$ cat config.mk
export PLATFORM = sky130hd
export DESIGN_NAME = jam_ctrl_unit_flat
export DESIGN_NICKNAME = d
export VERILOG_FILES = /design/src/rtl/jam_pkg.sv /design/src/rtl/jam_ctrl_unit_if.sv /design/src/rtl/jam_green_timer.sv /design/src/rtl/jam_ctrl_unit.sv /design/src/flat_wrapper.sv
export SDC_FILE = /design/constraint.sdc
export NUM_CORES = 1
export LEC_CHECK = 0
export CORE_MARGIN = 2
export CORE_UTILIZATION = 45
export DETAILED_ROUTE_END_ITERATION = 10
export GPL_TIMING_DRIVEN = 0
export PLACE_DENSITY = 0.72
export RECOVER_POWER = 25
export SYNTH_ARGS = -nofsm -noshare
export SYNTH_HDL_FRONTEND = slang
export SYNTH_SLANG_ARGS = --single-unit
$ cat constraint.sdc
create_clock -name clk -period 2.5 [get_ports clk]
set_input_delay 0.375 -clock clk [delete_from_list [all_inputs] [get_ports clk]]
set_output_delay 0.375 -clock clk [all_outputs]
set_load 0.01 [all_outputs]
$ cat src/rtl/jam_pkg.sv
// jam_pkg: shared types and constants for the jam-mode sequencer.
//   jam_state_e   FSM states (IDLE, START, SERVE, ROTATE)
//   lane_idx_t    2-bit lane index
//   DEF_DEBOUNCE_CYCLES / DEF_GREEN_CYCLES  default timing constants
//   lane_encode   lowest-index priority encode of a 4-bit grant vector
//   is_onehot     exactly-one-bit-set test for a 4-bit grant vector
package jam_pkg;

  typedef enum logic [1:0] {
    ST_IDLE   = 2'd0,
    ST_START  = 2'd1,
    ST_SERVE  = 2'd2,
    ST_ROTATE = 2'd3
  } jam_state_e;

  typedef logic [1:0] lane_idx_t;

  localparam int DEF_DEBOUNCE_CYCLES = 4;
  localparam int DEF_GREEN_CYCLES    = 20;

  function automatic lane_idx_t lane_encode(input logic [3:0] v);
    lane_idx_t idx;
    idx = '0;
    // Scan high to low so the lowest set bit wins.
    for (int i = 3; i >= 0; i--) begin
      if (v[i]) idx = lane_idx_t'(i);
    end
    return idx;
  endfunction

  function automatic logic is_onehot(input logic [3:0] v);
    return (v != 4'd0) && ((v & (v - 4'd1)) == 4'd0);
  endfunction

endpackage

$ cat src/rtl/jam_ctrl_unit_if.sv
// jam_ctrl_unit_if: bundles the lane-sensor inputs, arbiter grant feedback
// and the sequencer's control outputs.
//   master: environment side (drives traffic_jam_*, allow_*_jam)
//   slave : jam_ctrl_unit side (drives jam_opp_en, jam_start, jam_rotation,
//           serve_lane, rotation_cnt, ack_err, state_dbg)
//
// Signalling: there is no valid/ready pair. jam_opp_en is a level enable;
// jam_start and jam_rotation are single-cycle command pulses, never high
// together, which the arbiter acts on at the following rising edge; the
// arbiter answers with its allow_*_jam one-hot, which the sequencer only
// observes.
interface jam_ctrl_unit_if;
  import jam_pkg::*;

  logic       traffic_jam_0, traffic_jam_1, traffic_jam_2, traffic_jam_3;
  logic       allow_0_jam, allow_1_jam, allow_2_jam, allow_3_jam;
  logic       jam_opp_en;
  logic       jam_start;
  logic       jam_rotation;
  lane_idx_t  serve_lane;
  logic [7:0] rotation_cnt;
  logic       ack_err;
  jam_state_e state_dbg;

  modport master (
    output traffic_jam_0, traffic_jam_1, traffic_jam_2, traffic_jam_3,
    output allow_0_jam, allow_1_jam, allow_2_jam, allow_3_jam,
    input  jam_opp_en, jam_start, jam_rotation, serve_lane, rotation_cnt,
    input  ack_err, state_dbg
  );

  modport slave (
    input  traffic_jam_0, traffic_jam_1, traffic_jam_2, traffic_jam_3,
    input  allow_0_jam, allow_1_jam, allow_2_jam, allow_3_jam,
    output jam_opp_en, jam_start, jam_rotation, serve_lane, rotation_cnt,
    output ack_err, state_dbg
  );

endinterface

$ cat src/rtl/jam_green_timer.sv
// jam_green_timer: loadable down-counter that times each green period.
//   clk, rst  clock, asynchronous active-high reset
//   load      load load_val this cycle (wins over en)
//   load_val  value loaded
//   en        decrement by one; holds at zero
//   zero      counter currently equals zero
module jam_green_timer #(
  parameter int CNT_W = 8
) (
  input  logic             clk,
  input  logic             rst,
  input  logic             load,
  input  logic [CNT_W-1:0] load_val,
  input  logic             en,
  output logic             zero
);

  logic [CNT_W-1:0] cnt_q, cnt_d;

  always_comb begin
    cnt_d = cnt_q;
    if (load) begin
      cnt_d = load_val;
    end else if (en && (cnt_q != '0)) begin
      cnt_d = cnt_q - CNT_W'(1);
    end
  end

  always_ff @(posedge clk or posedge rst) begin
    if (rst) cnt_q <= '0;
    else     cnt_q <= cnt_d;
  end

  assign zero = (cnt_q == '0);

endmodule

$ cat src/rtl/jam_ctrl_unit.sv
// jam_ctrl_unit: jam-mode sequencer for the jam-opportunity arbiter.
// Debounces entry into jam mode, enables the arbiter, issues jam_start and
// jam_rotation pulses on a fixed green-time schedule and leaves jam mode
// when no lane is jammed at a rotation point.
//   clk, rst  clock, asynchronous active-high reset
//   bus       jam_ctrl_unit_if.slave (lane flags, grant feedback, controls)
// Parameters: DEBOUNCE_CYCLES (1..255), GREEN_CYCLES (2..255), CNT_W.
// Build option: define JAM_CTRL_ACK_CHECK_EN to build the sticky
// grant-acknowledge check on ack_err; otherwise ack_err is tied low.
module jam_ctrl_unit
  import jam_pkg::*;
#(
  parameter int DEBOUNCE_CYCLES = DEF_DEBOUNCE_CYCLES,
  parameter int GREEN_CYCLES    = DEF_GREEN_CYCLES,
  parameter int CNT_W           = 8
) (
  input  logic          clk,
  input  logic          rst,
  jam_ctrl_unit_if.slave bus
);

  localparam logic [CNT_W-1:0] DEB_LAST   = CNT_W'(DEBOUNCE_CYCLES);
  localparam logic [CNT_W-1:0] GREEN_LOAD = CNT_W'(GREEN_CYCLES - 1);

  logic       any_jam;
  logic [3:0] allow_v;

  jam_state_e       state_q, state_d;
  logic [CNT_W-1:0] deb_q, deb_d;
  logic             start_q, start_d;
  logic             rot_q, rot_d;
  logic             en_q, en_d;
  lane_idx_t        lane_q, lane_d;
  logic [7:0]       rcnt_q, rcnt_d;

  logic timer_load, timer_en, timer_zero;

  assign any_jam = bus.traffic_jam_0 | bus.traffic_jam_1 |
                   bus.traffic_jam_2 | bus.traffic_jam_3;
  assign allow_v = {bus.allow_3_jam, bus.allow_2_jam,
                    bus.allow_1_jam, bus.allow_0_jam};

  // The timer is loaded during the single START/ROTATE cycle so the first
  // SERVE cycle holds GREEN_CYCLES-1 and the zero edge ends exactly
  // GREEN_CYCLES SERVE cycles later.
  assign timer_load = (state_q == ST_START) || (state_q == ST_ROTATE);
  assign timer_en   = (state_q == ST_SERVE);

  jam_green_timer #(.CNT_W(CNT_W)) u_timer (
    .clk      (clk),
    .rst      (rst),
    .load     (timer_load),
    .load_val (GREEN_LOAD),
    .en       (timer_en),
    .zero     (timer_zero)
  );

  always_comb begin
    state_d = state_q;
    deb_d   = '0;
    rcnt_d  = rcnt_q;
    lane_d  = lane_encode(allow_v);

    case (state_q)
      ST_IDLE: begin
        if (any_jam) begin
          if ((deb_q + CNT_W'(1)) == DEB_LAST) state_d = ST_START;
          else                                 deb_d   = deb_q + CNT_W'(1);
        end
      end
      ST_START:  state_d = ST_SERVE;
      ST_SERVE: begin
        // Green time always runs to completion; the jam flags only matter
        // at expiry.
        if (timer_zero) state_d = any_jam ? ST_ROTATE : ST_IDLE;
      end
      ST_ROTATE: state_d = ST_SERVE;
      default:   state_d = ST_IDLE;
    endcase

    if (state_d == ST_START) begin
      rcnt_d = '0;
    end else if ((state_d == ST_ROTATE) && (rcnt_q != 8'hFF)) begin
      rcnt_d = rcnt_q + 8'd1;
    end

    // Outputs are decoded from the next state so they register alongside it.
    start_d = (state_d == ST_START);
    rot_d   = (state_d == ST_ROTATE);
    en_d    = (state_d != ST_IDLE);
  end

  always_ff @(posedge clk or posedge rst) begin
    if (rst) begin
      state_q <= ST_IDLE;
      deb_q   <= '0;
      start_q <= 1'b0;
      rot_q   <= 1'b0;
      en_q    <= 1'b0;
      lane_q  <= '0;
      rcnt_q  <= '0;
    end else begin
      state_q <= state_d;
      deb_q   <= deb_d;
      start_q <= start_d;
      rot_q   <= rot_d;
      en_q    <= en_d;
      lane_q  <= lane_d;
      rcnt_q  <= rcnt_d;
    end
  end

`ifdef JAM_CTRL_ACK_CHECK_EN
  // first_q marks the first SERVE cycle after START/ROTATE, which is the
  // cycle in which the arbiter's fresh grant must be exactly one-hot.
  logic first_q, first_d;
  logic ack_q, ack_d;

  always_comb begin
    first_d = (state_q == ST_START) || (state_q == ST_ROTATE);
    ack_d   = ack_q | (first_q && !is_onehot(allow_v));
  end

  always_ff @(posedge clk or posedge rst) begin
    if (rst) begin
      first_q <= 1'b0;
      ack_q   <= 1'b0;
    end else begin
      first_q <= first_d;
      ack_q   <= ack_d;
    end
  end

  assign bus.ack_err = ack_q;
`else
  assign bus.ack_err = 1'b0;
`endif

  assign bus.jam_opp_en   = en_q;
  assign bus.jam_start    = start_q;
  assign bus.jam_rotation = rot_q;
  assign bus.serve_lane   = lane_q;
  assign bus.rotation_cnt = rcnt_q;
  assign bus.state_dbg    = state_q;

endmodule

$ cat src/flat_wrapper.sv
// flat-port wrapper written by rule: the top's interface ports become plain ports
module jam_ctrl_unit_flat import jam_pkg::*;
#(
  parameter int DEBOUNCE_CYCLES = DEF_DEBOUNCE_CYCLES,
  parameter int GREEN_CYCLES    = DEF_GREEN_CYCLES,
  parameter int CNT_W           = 8
)
  (clk, rst, bus_traffic_jam_0, bus_traffic_jam_1, bus_traffic_jam_2, bus_traffic_jam_3, bus_allow_0_jam, bus_allow_1_jam, bus_allow_2_jam, bus_allow_3_jam, bus_jam_opp_en, bus_jam_start, bus_jam_rotation, bus_serve_lane, bus_rotation_cnt, bus_ack_err, bus_state_dbg);
  jam_ctrl_unit_if bus_i ();
  input  logic clk;
  input  logic rst;
  input wire logic [$bits(bus_i.traffic_jam_0)-1:0] bus_traffic_jam_0;
  input wire logic [$bits(bus_i.traffic_jam_1)-1:0] bus_traffic_jam_1;
  input wire logic [$bits(bus_i.traffic_jam_2)-1:0] bus_traffic_jam_2;
  input wire logic [$bits(bus_i.traffic_jam_3)-1:0] bus_traffic_jam_3;
  input wire logic [$bits(bus_i.allow_0_jam)-1:0] bus_allow_0_jam;
  input wire logic [$bits(bus_i.allow_1_jam)-1:0] bus_allow_1_jam;
  input wire logic [$bits(bus_i.allow_2_jam)-1:0] bus_allow_2_jam;
  input wire logic [$bits(bus_i.allow_3_jam)-1:0] bus_allow_3_jam;
  output wire logic [$bits(bus_i.jam_opp_en)-1:0] bus_jam_opp_en;
  output wire logic [$bits(bus_i.jam_start)-1:0] bus_jam_start;
  output wire logic [$bits(bus_i.jam_rotation)-1:0] bus_jam_rotation;
  output wire logic [$bits(bus_i.serve_lane)-1:0] bus_serve_lane;
  output wire logic [$bits(bus_i.rotation_cnt)-1:0] bus_rotation_cnt;
  output wire logic [$bits(bus_i.ack_err)-1:0] bus_ack_err;
  output wire logic [$bits(bus_i.state_dbg)-1:0] bus_state_dbg;
  assign bus_i.traffic_jam_0 = bus_traffic_jam_0;
  assign bus_i.traffic_jam_1 = bus_traffic_jam_1;
  assign bus_i.traffic_jam_2 = bus_traffic_jam_2;
  assign bus_i.traffic_jam_3 = bus_traffic_jam_3;
  assign bus_i.allow_0_jam = bus_allow_0_jam;
  assign bus_i.allow_1_jam = bus_allow_1_jam;
  assign bus_i.allow_2_jam = bus_allow_2_jam;
  assign bus_i.allow_3_jam = bus_allow_3_jam;
  assign bus_jam_opp_en = bus_i.jam_opp_en;
  assign bus_jam_start = bus_i.jam_start;
  assign bus_jam_rotation = bus_i.jam_rotation;
  assign bus_serve_lane = bus_i.serve_lane;
  assign bus_rotation_cnt = bus_i.rotation_cnt;
  assign bus_ack_err = bus_i.ack_err;
  assign bus_state_dbg = bus_i.state_dbg;
  jam_ctrl_unit #(.DEBOUNCE_CYCLES(DEBOUNCE_CYCLES), .GREEN_CYCLES(GREEN_CYCLES), .CNT_W(CNT_W)) u_core (.clk(clk), .rst(rst), .bus(bus_i));
endmodule
=== Word-level counts from Yosys, hierarchy flattened ===
Cells that the tools add are included.

* Bits in registers: 31
* Logic and storage cells: 47

* Add/subtract/negate cells: 3
* Equal/unequal tests: 7
* Mux-type cells: 16
* Bitwise logic cells: 3
* Reductions and logical operators: 10

{| class="wikitable"
|+ Operator list
! operator !! number
|-
| 8-bit two-way mux || 7
|-
| 8-bit by 1-bit adder with 8-bit output, second input constant || 2
|-
| 2-bit two-way mux || 8
|-
| 8-bit by 3-bit == test with 1-bit output, second input constant || 1
|-
| 8-bit logical NOT || 1
|-
| 8-bit != test, second input constant || 1
|-
| 8-bit nonzero test || 1
|-
| 8-bit by 1-bit subtractor with 8-bit output, second input constant || 1
|-
| 2-bit == test, second input constant || 3
|-
| 2-bit one-hot mux with 3 select lines || 1
|-
| 2-bit nonzero test || 3
|-
| 2-bit by 1-bit == test with 1-bit output, second input constant || 2
|-
| 1-bit bitwise OR || 3
|-
| 1-bit logical AND || 2
|-
| 2-bit logical NOT || 1
|-
| 2-bit OR reduction || 1
|-
| 1-bit logical OR || 1
|}

=== Logic depth before layout (Yosys ltp) ===
* Depth in word-level cells: 10
* Mapped depth: 7

=== Hierarchy ===
From an unflattened synthesis, not the netlist that was laid out.

* Cells, all modules: 168
* Area, all modules: 1649.1 µm²

{| class="wikitable"
|+ By module, submodules not included
! module !! instances !! cells an instance !! area each (µm²) !! sequential area each (µm²)
|-
| jam_ctrl_unit || 1 || 115 || 1153.6 || 575.6
|-
| jam_green_timer || 1 || 53 || 495.5 || 200.2
|}

=== Worst setup path after synthesis ===
OpenSTA, ideal clock, no wires.

* Path type: register to register
* Start point: reg u_core.u_timer.cnt_q[0]
* End point: reg u_core.u_timer.cnt_q[1]
* Library setup time: 0.124 ns
* Arrival: 1.691 ns
* Slack: 0.685 ns
* Cell stages (with the launch flop): 8
* Period minus slack after synthesis: 1.815 ns
* Cell sequence: dfrtp_1 -> inv_1 -> ha_1 -> or3b_2 -> clkbuf_1 -> o21ai_1 -> nor2_1 -> a211o_1

* Cells in the longest elaborated chain, start to end: 3
* Elaborated cells between the ends (all ways): 6
* Those cells by class: add/sub (1); mux (2); reduce/logical (3)

{| class="wikitable"
|+ RTL lines
! element !! line !! source
|-
| start, declared || jam_green_timer.sv:18 || <nowiki>logic [CNT_W-1:0] cnt_q, cnt_d;</nowiki>
|-
| start signal, assigned || jam_green_timer.sv:31 || <nowiki>else cnt_q <= cnt_d;</nowiki>
|-
| 8-bit by 1-bit subtractor with 8-bit output / 8-bit nonzero test (equally long branches) || jam_green_timer.sv:25, jam_green_timer.sv:24 ||
|-
| 8-bit two-way mux / 1-bit logical AND (equally long branches) || jam_green_timer.sv:24 || <nowiki>end else if (en && (cnt_q != '0)) begin</nowiki>
|-
| 8-bit two-way mux / 2-bit nonzero test (equally long branches) || -- ||
|}

Several ways; a longest one is shown, not always the timed one. The select of a mux whose other input is x is not followed.
A chain may end at the register's enable or synchronous reset.

=== Final worst setup path ===
Same ends and word-level chain as after synthesis.

==> reports/metrics.csv <==
metric;value;unit
Synth top cells by count;dfrtp_1, nor2_1, a21oi_1, inv_1, nand3_1;
Total Negative Setup Slacks;0;ns
clock transition at the registers of the reported paths;0.11;ns
# rows;21;
WL final;3172;um
wl on met1;1346;um
post-synth cell types;44;
internal power;0.001093;W
Final period util;0.8124;
Worst Max-Slew Pin Slew;1.268;ns
r2r setup slk;0.47;ns
CTS buffer count;5;
die area;0.003957;mm^2
WL/cell;13.56;um
hold_buf cts;0;
post_cts resized;0;
CP arrival;2.26;ns
run status;complete, no violations;
Worst Skew;0.008861;ns
PortBufs;24;
CTS tree;built;
clock power share;0.252;
Clock Latency Late Sink;0.34;ns
share of layout cells above drive strength 1;0.1064;
Area contributors post-synth;dfrtp_1, nor2_1, xor2_1, a21oi_1, ha_1;
Routed Antenna Nets;0;
CP Max Fanout;6;
Syn Nets;169;
via count;1293;
Iteration-0 DRC Markers;68;
top-area cell type share of the netlist area;0.4968;
Critical R2R Launch;u_core.u_timer.cnt_q[0];
CTS sink count;31;
# Post-CTS Setup Buffers;0;
Post-synth EDFFs;0;
Lkg Pwr;0.8353;nW
Power, Total;0.001663;W
total grt overflow;0;
Main synth FF type;dfrtp_1;
WS Path Type;register to register;
die height;62.91;um
DPL Wire Length;2247;um
# diodes;0;
Synth Register Bits;31;
core area;0.003337;mm^2
Max VDD drop;615.8;uV
Hold Violations, Final;0;
global-route wire length before repair;5271;um
Met3 Wirelength;162;um
Setup crit end;u_core.u_timer.cnt_q[1];
met2 routed WL;1593;um
Max-cap violations;0;
vias in the first global route;1255;
startpoint class of the critical path;register;
via/cell ratio;5.526;
Net count, final;201;
top layer in use;met4;
dominant cell type by area after synthesis;dfrtp_1;
syn_area_per_cell;10.07;um^2
count leader, synth;dfrtp_1;
number of detailed-route iterations in the first pass;4;
pwr dens;853.2;mW/mm^2
RSZ-0062 raised after global routing;no;
H-tree level count;2;
top-level port count;26;
CP Launch Point;u_core.u_timer.cnt_q[0];
Post-synth ARST share;1.000;
FF-to-FF End;u_core.u_timer.cnt_q[1];
post-synthesis cell count;155;
Rel. slew slack;0.1544;
initial antenna violation count;0;
Setup crit end kind;register;
maximum clock frequency;492.3;MHz
clk root buf;clkbuf_4;
post-synthesis sequential area ratio;0.4968;
Post-route DRC;0;
P&R area growth vs syn;24.84;%
Final min period;2.031;ns
final setup violation count;0;
clock buffer depth;2;
Worst Reg-to-Reg Cells;7;
worst hold path class;primary input to async pin;
Comb pwr share;0.306;
switching pwr;0.0005698;W
Syn Std Cell Area;0.001561;mm^2
part of the power in registers;0.441;
largest net degree at the start of global routing;32;
die width;62.91;um
GRT Total Usage;0.1710;
Net Sw Frac;0.3426;
gpl congestion;0.8800;
YS warnings;0;
Slew Limit Fails;0;
effective utilization at floorplan;0.4679;
Crit path required time;2.73;ns
metrics by stage:
stage | instance area (um^2) | hold WS [ns] | util | worst slack [ns] | cells
final | 1949 | 0.4058 | 0.5842 | 0.4689 | 234
after global routing | 1949 | 0.4223 | 0.5842 | 0.2438 | 234
after CTS | 1946 | 0.4753 | 0.5831 | 0.4585 | 233
after detailed placement | 1859 | 0.4468 | 0.5572 | 0.3168 | 225
after global placement | 1859 | 0.4375 | 0.5572 | 0.3366 | 225
after floorplan | 1562 | 0.4208 | - | 0.6854 | 155
kinds of logic (layout without fill, tap and decap cells):
| logic type | after synthesis | in the layout | synth area share |
|---|---|---|---|
| AO/OA/AOI/OAI | 27 | 27 | 0.1138 |
| multiplexers | 2 | 2 | 0.01362 |
| buffers and inverters | 14 | 47 | 0.03686 |
| AND/OR/NAND/NOR | 65 | 65 | 0.2428 |
| adder cells (fa/ha/maj) | 4 | 4 | 0.03205 |
| flip-flops | 31 | 31 | 0.4968 |
| other | 1 | 1 | 0.002402 |
| XOR/XNOR | 11 | 11 | 0.06170 |
routing by layer:
metal	vias to the layer above	track usage
li1	612	-
met1	631	0.1879
met2	42	0.2992
met3	8	0.05586
met4	0	0.07500
met5	-	0
worst min path at each step:
stage	start	to	slack, ns	cells after the start
after floorplan	u_core.deb_q[0]	u_core.deb_q[0]	0.42	1
after global placement	u_core.deb_q[0]	u_core.deb_q[0]	0.44	1
after detailed placement	u_core.deb_q[0]	u_core.deb_q[0]	0.45	1
after CTS	u_core.deb_q[0]	u_core.deb_q[0]	0.48	1
after global routing	rst	u_core.deb_q[5]	0.42	2
final	rst	u_core.bus.serve_lane[1]	0.41	2
layout make-up:
| cell class | instances | area (um^2) |
|---|---|---|
| Timing Repair Buffer | 25 | 244.0 |
| Tap cell | 46 | 57.56 |
| Multi-Input combinational cell | 110 | 728.2 |
| Fill cell | 308 | 1388 |
| Sequential cell | 31 | 775.7 |
| Buffer | 5 | 23.77 |
| Clock buffer | 6 | 51.30 |
| Inverter | 9 | 33.78 |
| Clock inverter | 2 | 35.03 |
registers in the layout, summed over array words and instances (netlist names):
register                 count
u_core.bus.jam_opp_en        1
u_core.bus.state_dbg         2
u_core.bus.serve_lane        2
u_core.bus.rotation_cnt      8
u_core.u_timer.cnt_q         8
u_core.deb_q                 8
u_core.bus.jam_rotation      1
u_core.bus.jam_start         1
worst max-delay path, stage by stage (launching register included):
cell and delay, ns:
dfrtp_1 0.39, inv_1 0.11, ha_1 0.21, or3b_2 0.44
clkbuf_1 0.17, o21ai_1 0.27, nor2_1 0.07, a211o_1 0.27
power groups by stage:
stage / Sequential (W) / Clock, W / Combinational (W)
after global routing: 0.000752 / 0.000453 / 0.000575
after floorplan: 0.000735 / 0 / 0.000334
after CTS: 0.000732 / 0.000425 / 0.000513
final: 0.000734 / 0.000420 / 0.000509
after global placement: 0.000733 / 0 / 0.000480
after detailed placement: 0.000742 / 0 / 0.000509
cells in the final DEF (no fill, tap or decap), types with 2 or more instances in the layout:
master and count:
o21ai_0 3, nor4_1 2, o21bai_1 2, o21ba_2 2, and3_1 5, inv_1 8
nor3_1 3, dlygate4sd3_1 2, nor2_1 21, ha_1 4, or4_1 4, clkdlybuf4s50_1 22
xnor2_1 4, or3_1 3, nor4b_1 2, xor2_1 7, a21oi_1 10, dfrtp_1 31
nand4_1 3, clkbuf_1 4, nand2_1 5, clkbuf_4 5, nand2b_1 2, nand3_1 8
Note: power is estimated with default switching activity, not from simulation.
